$ cat src/rtl/seq_div_16by8_if.sv
// Handshake and operand/result bundle for the sequential 2*DW/DW restoring divider.
interface seq_div_16by8_if #(parameter int DW = 8);
  logic              start;
  logic [2*DW-1:0]   dividend;
  logic [DW-1:0]     divisor;
  logic              busy;
  logic              done;
  logic [2*DW-1:0]   quotient;
  logic [DW-1:0]     remainder;
  logic              div_by_zero;

  modport master (
    output start, dividend, divisor,
    input  busy, done, quotient, remainder, div_by_zero
  );

  modport slave (
    input  start, dividend, divisor,
    output busy, done, quotient, remainder, div_by_zero
  );
endinterface

$ cat src/rtl/seq_div_16by8.sv
// Sequential restoring divider: one quotient bit per clock, MSB first, 2*DW iterations.
// Recovers a multiplier operand from a 16-bit product; divide-by-zero finishes in one cycle.
module seq_div_16by8 #(
  parameter int DW = 8
) (
  input logic             clk,
  input logic             rst,
  seq_div_16by8_if.slave  bus
);

  localparam int QW = 2 * DW;
  localparam int CW = $clog2(QW);
  localparam logic [CW-1:0] LAST = CW'(QW - 1);

  typedef enum logic [1:0] {IDLE, RUN, DONE} state_t;

  state_t          state, next_state;
  logic [QW-1:0]   dq, dq_next;
  logic [DW-1:0]   rem, rem_next, dvs;
  logic [CW-1:0]   count;
  logic [DW:0]     r, diff;
  logic            ge;
  logic            accept;
  logic [QW-1:0]   q_reg;
  logic [DW-1:0]   r_reg;
  logic            dz_reg;

  assign accept = ((state == IDLE) || (state == DONE)) && bus.start;

  // r never exceeds 2*divisor-1, so the sign of r-divisor in DW+1 bits is exactly r < divisor.
  always_comb begin
    r        = {rem, dq[QW-1]};
    diff     = r - {1'b0, dvs};
    ge       = ~diff[DW];
    rem_next = ge ? diff[DW-1:0] : r[DW-1:0];
    dq_next  = {dq[QW-2:0], ge};
  end

  always_ff @(posedge clk or posedge rst) begin
    if (rst) state <= IDLE;
    else     state <= next_state;
  end

  always_comb begin
    next_state = state;
    unique case (state)
      IDLE, DONE: begin
        if (bus.start) next_state = (bus.divisor == '0) ? DONE : RUN;
        else           next_state = IDLE;
      end
      RUN:     if (count == LAST) next_state = DONE;
      default: next_state = IDLE;
    endcase
  end

  // Operands are only latched on an accepted start, so start pulses during RUN are harmless.
  always_ff @(posedge clk or posedge rst) begin
    if (rst) begin
      dq     <= '0;
      rem    <= '0;
      dvs    <= '0;
      count  <= '0;
      q_reg  <= '0;
      r_reg  <= '0;
      dz_reg <= 1'b0;
    end else if (accept) begin
      if (bus.divisor != '0) begin
        dq    <= bus.dividend;
        dvs   <= bus.divisor;
        rem   <= '0;
        count <= '0;
      end else begin
        q_reg  <= '1;
        r_reg  <= bus.dividend[DW-1:0];
        dz_reg <= 1'b1;
      end
    end else if (state == RUN) begin
      dq    <= dq_next;
      rem   <= rem_next;
      count <= count + CW'(1);
      if (count == LAST) begin
        q_reg  <= dq_next;
        r_reg  <= rem_next;
        dz_reg <= 1'b0;
      end
    end
  end

  assign bus.busy        = (state == RUN);
  assign bus.done        = (state == DONE);
  assign bus.quotient    = q_reg;
  assign bus.remainder   = r_reg;
  assign bus.div_by_zero = dz_reg;

endmodule
$ cat src/flat_wrapper.sv
// flat-port wrapper written by rule: the top's interface ports become plain ports
module seq_div_16by8_flat 
#(
  parameter int DW = 8
)
  (clk, rst, bus_start, bus_dividend, bus_divisor, bus_busy, bus_done, bus_quotient, bus_remainder, bus_div_by_zero);
  seq_div_16by8_if #(.DW(DW)) bus_i ();
  input logic clk;
  input logic rst;
  input wire logic [$bits(bus_i.start)-1:0] bus_start;
  input wire logic [$bits(bus_i.dividend)-1:0] bus_dividend;
  input wire logic [$bits(bus_i.divisor)-1:0] bus_divisor;
  output wire logic [$bits(bus_i.busy)-1:0] bus_busy;
  output wire logic [$bits(bus_i.done)-1:0] bus_done;
  output wire logic [$bits(bus_i.quotient)-1:0] bus_quotient;
  output wire logic [$bits(bus_i.remainder)-1:0] bus_remainder;
  output wire logic [$bits(bus_i.div_by_zero)-1:0] bus_div_by_zero;
  assign bus_i.start = bus_start;
  assign bus_i.dividend = bus_dividend;
  assign bus_i.divisor = bus_divisor;
  assign bus_busy = bus_i.busy;
  assign bus_done = bus_i.done;
  assign bus_quotient = bus_i.quotient;
  assign bus_remainder = bus_i.remainder;
  assign bus_div_by_zero = bus_i.div_by_zero;
  seq_div_16by8 #(.DW(DW)) u_core (.clk(clk), .rst(rst), .bus(bus_i));
endmodule
$ cat config.mk
export PLATFORM = sky130hd
export DESIGN_NAME = seq_div_16by8_flat
export DESIGN_NICKNAME = d
export VERILOG_FILES = /design/src/rtl/seq_div_16by8_if.sv /design/src/rtl/seq_div_16by8.sv /design/src/flat_wrapper.sv
export SDC_FILE = /design/constraint.sdc
export NUM_CORES = 1
export LEC_CHECK = 0
export ABC_AREA = 1
export BUFFER_PORTS_ARGS = -buffer_cell sky130_fd_sc_hd__buf_2
export CAP_MARGIN = 30
export CELL_PAD_IN_SITES_DETAIL_PLACEMENT = 1
export CELL_PAD_IN_SITES_GLOBAL_PLACEMENT = 1
export CORE_MARGIN = 2
export CORE_UTILIZATION = 35
export CTS_BUF_LIST = sky130_fd_sc_hd__clkbuf_8
export DETAILED_ROUTE_END_ITERATION = 12
export PLACE_DENSITY = 0.69
export SYNTH_ARGS = -nofsm -noshare
export SYNTH_HDL_FRONTEND = slang
export SYNTH_SLANG_ARGS = --single-unit
$ cat constraint.sdc
create_clock -name clk -period 2.41 [get_ports clk]
set_clock_uncertainty 0.05 [all_clocks]
set_input_delay 0.1205 -clock clk [delete_from_list [all_inputs] [get_ports clk]]
set_output_delay 0.1205 -clock clk [all_outputs]
set_load 0.01 [all_outputs]
==> results.md, run 1 <==
- Worst-skew pair later-pin latency: about 0.36 ns
- Clk sinks: between 60 and 70
- Core footprint: 9240 um2
- Detailed-route DRC error count: 0
- Leak pwr: between 2 and 2.5 nW
- DR WL/cell: approximately 15 um
- Root buffer cell: clkbuf_8
- Syn nets: 456
- Combinational fraction of design power: between 50 and 60%
- Number of diodes: 0
- DR iter-0 viols: between 100 and 150
- Net switching power: around 0.0026 W
- Most frequent cells in the layout: 127 x nand2_1, 63 x dfrtp_1, 53 x buf_2, 50 x inv_1, 33 x nand3_1
- Power per cell area: around 1400 nW/um2
- Clock share of power: between 15 and 20%
- Htree depth: 3
- Post-synth cell types: 33
- Synth Area in XOR/XNOR: 0.789%
- Slew @ Worst Pin: 0.620 ns
- Switching part of the total: a little under half
- Fillers: roughly 1.2k
- Post-route met1 wirelength: roughly 4500 um
- Complex-gate fraction of the synthesized area: between 10 and 15%
- Post-CTS setup buffer count: 0
- Mux cell area share after synthesis: 0%
- Crit path max fanout: 9
- Met3 wire length: between 200 and 300 um
- P&R area growth vs syn: 19.6%
- Max_slew headroom: 58.6%
- Max-slew violation count: 0
- Final Critical Period: between 2 and 2.5 ns
- Register area share after synthesis: 47.4%
- Placed instance area: approximately 3700 um2
- Area leader, netlist: dfrtp_1
- IO Pins: 54
- Worst hold path class: in2reg
- CP arrival: around 2.4 ns
- Commonest non-fill, non-tap cell in the layout: nand2_1
- Reg power frac: between 30% and 40%
- Die width: 102 um
- Synth area leaders: dfrtp_1 47%, nand2_1 14%, inv_1 5.6%
- Met2 routed WL: approximately 4200 um
- Top Metal Used: met4
- First-pass GRT wire length: 15100 um
- Initial Util: 36.0%
- Vert. Die Dim: 102 um
- DR pass1 iterations: 4
- Vias per cell: roughly 4.8
- VDD IR max: ~490 uV
- Worst EP required: 2.61 ns
- Setup violations, final: 0
- Share of the synthesized area in the top cell type: 47.4%
- Port Buffer Count: 53
- Max-Cap Viols: 0
- Final Hold Violating Endpoints: 0
- Gpl congestion: approximately 0.83
- Nets: a little over 500
- TritonCTS Buffers: 9
- Yosys reg bits: between 60 and 70
- Synth Area in Adders: under 10%
- Critical path class: reg2reg
- Remaining antenna violation count: 0
- RSZ-0062 raised after global routing: false
- Congestion Overflow GR: 0
- Routed WL: just over 9000 um
- Largest net degree at the start of global routing: 38
- Hold slack: 0.00781 ns
- Routed via count: between 2k and 3k
- Core Rows: 35
- Setup TNS Final: 0 ns
- Mapped Area: roughly 3300 um2
- Clock buffer depth: 2
- Worst Setup Start Kind: flip-flop
- Fin area: between 3000 and 4000 um2
- CTS clk-pin slew, worst paths: 0.07 ns
- HPWL after DPL: approximately 6500 um
- Antenna violations before repair: 0
- Status: finished clean
- Share of cells above drive strength 1: 19.8%
- FMAX: about 460 MHz
- Cells after synthesis: ~420
- Synth Area per Inst: 7.94 um2
- Final core occ: around 43%
- Die area: 10300 um2
- Post-Synth Simple-Gate Area: around 28%
- Global Route Usage Sum: around a fifth
- Cell-internal power: approximately 0.0031 W
- Synth warn: 0
- Number of global-route vias before repair: 3041
- Main combinational cell family by area after synthesis: simple AND/OR/NAND/NOR gates
- Final worst-path cycle share: between 90% and 100%
- CTS tree: built
- Crit end category: flip-flop
==> worst max-delay path: stages, from the launching register on <==
cell and delay [ns]:
dfrtp_1 0.40, inv_1 0.07, ha_1 0.13, inv_1 0.07, fa_1 0.39, nand2_1 0.07
nand2_1 0.08, nand3_1 0.14, nand2_1 0.09, nand2_1 0.09, nand2_2 0.13, nand3_1 0.13
nand3_1 0.13, nand2_1 0.09, inv_1 0.04
==> flip-flops by register name (all words and copies together), names as in the netlist <==
register                cells
u_core.rem                  8
u_core.dq                  16
u_core.bus.quotient        16
u_core.bus.remainder        8
u_core.bus.div_by_zero      1
u_core.count                4
u_core.state                2
u_core.dvs                  8
==> logic make-up after synthesis <==
logic type | after synthesis
adder cells (fa/ha/maj) | 10
AND/OR/NAND/NOR | 211
XOR/XNOR | 3
AO/OA/AOI/OAI | 63
flip-flops | 63
buffers and inverters | 69
==> power groups by stage <==
stage,clock (W),sequential (W),combinational (W)
global route,0.00100,0.00190,0.00333
finish,0.000951,0.00184,0.00287
CTS,0.000968,0.00184,0.00290
floorplan,0,0.00187,0.00203
detailed placement,0,0.00186,0.00287
global placement,0,0.00184,0.00278
==> cells in the mapped netlist, drive strengths merged <==
cell type  instances
a21oi             13
a22oi              1
a31oi              3
a32o               1
buf               12
clkbuf             3
dfrtp             63
fa                 1
ha                 9
inv               54
nand2            135
nand3             33
nand4              1
nor2              33
nor3               1
o211ai             6
o21ai             31
o31ai              8
or2                8
xnor2              1
xor2               2
==> timing repair <==
action,in CTS,in global routing
resized for setup,0,0
hold endpoints to repair,33,0
hold buffers,8,0
==> metrics by stage <==
stage               total power [W]  instances  setup slack [ns]
finish                      0.00566        613             0.218
global route                0.00623        613            0.0196
CTS                         0.00572        613             0.222
global placement            0.00462        589             0.332
detailed placement          0.00473        589             0.234
floorplan                   0.00390        419             0.520
==> per-layer routing <==
metal  global-route usage (%)  vias to the layer above
li1                         -                     1451
met1                     26.7                     1430
met2                     29.9                       51
met3                     3.17                       12
met4                     5.82                        0
met5                        0                        -
==> final timing paths <==
kind	depth (start not counted)	start	to	slack, ns
min in group asynchronous	3	rst	u_core.bus.div_by_zero$_DFFE_PP0P_	0.33
worst min-delay path	3	bus_dividend[7]	u_core.dq[7]$_DFFE_PP0P_	0.008
max in group asynchronous	4	rst	u_core.bus.remainder[7]$_DFFE_PP0P_	1.34
worst max-delay path	14	u_core.dq[15]$_DFFE_PP0P_	u_core.bus.remainder[5]$_DFFE_PP0P_	0.22
worst min register to register	2	u_core.bus.div_by_zero$_DFFE_PP0P_	u_core.bus.div_by_zero$_DFFE_PP0P_	0.43
worst max register to register	14	u_core.dq[15]$_DFFE_PP0P_	u_core.bus.remainder[5]$_DFFE_PP0P_	0.22
==> area by class of cell <==
type | count | area, um2 | share of cell area, %
sequential | 63 | 1580 | 39.6
multi-input combinational | 287 | 1460 | 36.7
timing repair buffer | 64 | 380 | 9.55
inverter | 54 | 205 | 5.15
tap | 129 | 161 | 4.05
clock buffer | 10 | 138 | 3.46
clock inverter | 6 | 60.1 | 1.51
Note: power is estimated with default switching activity, not from simulation.
==> run 2: changes to the inputs <==
CAP_MARGIN = not set   (was 30)
MAX_ROUTING_LAYER = met4   (was not set)
==> run 2 against run 1 <==
- setup slack better by 0.0053 ns
- sequential share of layout area unchanged
- cell area unchanged
- sequential power barely moved
- largest cell class unchanged
- combinational power hardly changed
- core utilization unchanged
- global-route usage is 0.59 points higher
==> results.md, run 2 (synthesis gave the netlist of run 1 again) <==
- Status: finished clean
- Global Route Usage Sum: 19.5% (+0.59 points)
- Setup violations, final: 0 (unchanged)
- Core footprint: 9240 um2 (unchanged)
- Clk sinks: 63 (unchanged)
- Vert. Die Dim: 102 um (unchanged)
- Crit path max fanout: 9 (unchanged)
- Max-slew violation count: 0 (unchanged)
- Clock buffer depth: 2 (unchanged)
- DP Worst Slack: 0.234 ns (unchanged)
- Worst EP required: 2.61 ns (about the same)
- VDD IR max: 490 uV (about the same)
- Met1 Use GR: 26.7% (unchanged)
- Max_slew headroom: 58.7% (+0.066 points)
- Number of global-route vias before repair: 3038 (-0.099%)
- Nets: 516 (unchanged)
- Routed WL: 9110 um (-0.35%)
- FMAX: 457 MHz (+0.24%)
- Largest net degree at the start of global routing: 38 (unchanged)
- Global route hottest layer: met2
- Setup TNS Final: 0 ns (unchanged)
- CTS resizes: 0 (unchanged)
- WP buf/inv: 3 (unchanged)
- Slowest stage delay, CP: 0.40 ns (about the same)
- GR Util met2: 29.9% (unchanged)
- IO Pins: 54 (unchanged)
- CP max-delay cell: dfrtp_1
- P&R area growth vs syn: 19.6% (unchanged)
- Crit path depth: 14 (unchanged)
- Vias per cell: 4.78 (-0.48%)
- Max-Cap Viols: 0 (unchanged)
- Commonest non-fill, non-tap cell in the layout: nand2_1
- Share of cells above drive strength 1: 19.8% (unchanged)
- WHS Path Cells: 3 (unchanged)
- Critical path class: reg2reg
- Final worst-path cycle share: 90.7% (-0.22 points)
- Remaining antenna violation count: 0 (unchanged)
- Most frequent cells in the layout: 127 x nand2_1, 63 x dfrtp_1, 53 x buf_2, 50 x inv_1, 33 x nand3_1
- DR WL/cell: 14.9 um (-0.35%)
- Initial Util: 36.0% (unchanged)
- Worst Setup Start Kind: flip-flop
- Antenna violations before repair: 0 (unchanged)
- Final Critical Period: 2.19 ns (-0.00534 ns)
- Slew @ Worst Pin: 0.619 ns (-0.000985 ns)
- Worst hold path class: in2reg
- Gpl congestion: 0.846 (+1.5%)
- Die area: 10300 um2 (unchanged)
- Most used cell along the critical path: nand2_1
- Port Buffer Count: 53 (unchanged)
- HPWL after DPL: 6540 um (unchanged)
- Crit end category: flip-flop
- Worst-path cell chain: inv_1 > ha_1 > inv_1 > fa_1 > nand2_1 > nand2_1 > nand3_1 > nand2_1 > nand2_1 > nand2_2 > nand3_1 > nand3_1 > nand2_1 > inv_1
- Routed via count: 2930 (-0.48%)
- Congestion Overflow GR: 0 (unchanged)
- Detailed-route DRC error count: 0 (unchanged)
- DR pass1 iterations: 4 (unchanged)
- Number of diodes: 0 (unchanged)
- CP arrival: 2.39 ns (about the same)
- Post-CTS setup buffer count: 0 (unchanged)
- CTS clk-pin slew, worst paths: 0.07 ns (about the same)
- Worst Slack Setup Final: 0.223 ns (+0.00534 ns)
- Worst-skew pair later-pin latency: 0.36 ns (about the same)
- DR iter-0 viols: 126 (+7.7%)
- TritonCTS Buffers: 9 (unchanged)
- Final Hold Violating Endpoints: 0 (unchanged)
- Fillers: 1155 (unchanged)
- Leak pwr: 2.11 nW (unchanged)
- CTS tree: built
- RSZ-0062 raised after global routing: false
- Reg2reg path depth: 14 (unchanged)
- GR Layer Usage met3: 3.17% (unchanged)
- Power per cell area: 1420 nW/um2 (about the same)
- Root buffer cell: clkbuf_8
- Core Rows: 35 (unchanged)
- Die width: 102 um (unchanged)
- Crit path max-delay family: simple AND/OR/NAND/NOR gates
- Htree depth: 3 (unchanged)
- First-pass GRT wire length: 15100 um (unchanged)
## run 2: area by class of cell
class,count,area (um2),area share [%]
flip-flops and latches,63,1580,39.6
multi-input cells,287,1460,36.7
repair buffers,64,380,9.55
inverters,54,205,5.15
well taps,129,161,4.05
clock buffers,10,138,3.46
clock inverters,6,60.1,1.51
## run 2: worst paths after layout
| path | from | endpoint | slack [ns] |
|---|---|---|---|
| setup reg to reg | u_core.dq[15]$_DFFE_PP0P_ | u_core.bus.remainder[5]$_DFFE_PP0P_ | 0.22 |
| max in group asynchronous | rst | u_core.bus.remainder[7]$_DFFE_PP0P_ | 1.34 |
| setup / recovery | u_core.dq[15]$_DFFE_PP0P_ | u_core.bus.remainder[5]$_DFFE_PP0P_ | 0.22 |
| min in group asynchronous | rst | u_core.bus.div_by_zero$_DFFE_PP0P_ | 0.33 |
| hold / removal | bus_dividend[7] | u_core.dq[7]$_DFFE_PP0P_ | 0.01 |
| hold reg to reg | u_core.bus.div_by_zero$_DFFE_PP0P_ | u_core.bus.div_by_zero$_DFFE_PP0P_ | 0.43 |
## run 2: power by group
group | total [W] | internal [W] | switching, W
combinational | 0.00287 | 0.00104 | 0.00182
sequential | 0.00184 | 0.00156 | 0.000283
clock | 0.000949 | 0.000502 | 0.000447
total | 0.00566 | 0.00310 | 0.00255
## run 2: layer usage
layer  vias up  wire length (um)
met3        11               262
met2        46              4260
met4         0               126
met1      1421              4470
met5         -                 0
li1       1452                 -
## run 2: tightest hold or removal path, delay by kind of cell
family / cells / cell delay, ns
buf+inv: 1 / 0.12
compound gates: 1 / 0.07
simple gates: 1 / 0.06
## run 2: metrics by stage
stage / std cells / area [um2] / total power, W / util (%) / hold slack (ns)
2_1_floorplan: 419 / 3330 / 0.00390 / - / 0.180
3_3_place_gp: 589 / 3700 / 0.00462 / 40.1 / 0.178
3_5_place_dp: 589 / 3700 / 0.00473 / 40.1 / 0.191
4_1_cts: 613 / 3980 / 0.00572 / 43.1 / 0.00730
5_1_grt: 613 / 3980 / 0.00623 / 43.1 / 0.0266
6_report: 613 / 3980 / 0.00566 / 43.1 / 0.0103
## run 2: timing repair
action                     4_1_cts  5_1_grt
hold endpoints to repair        33        0
hold buffers                     8        0
setup endpoints to repair        0        0
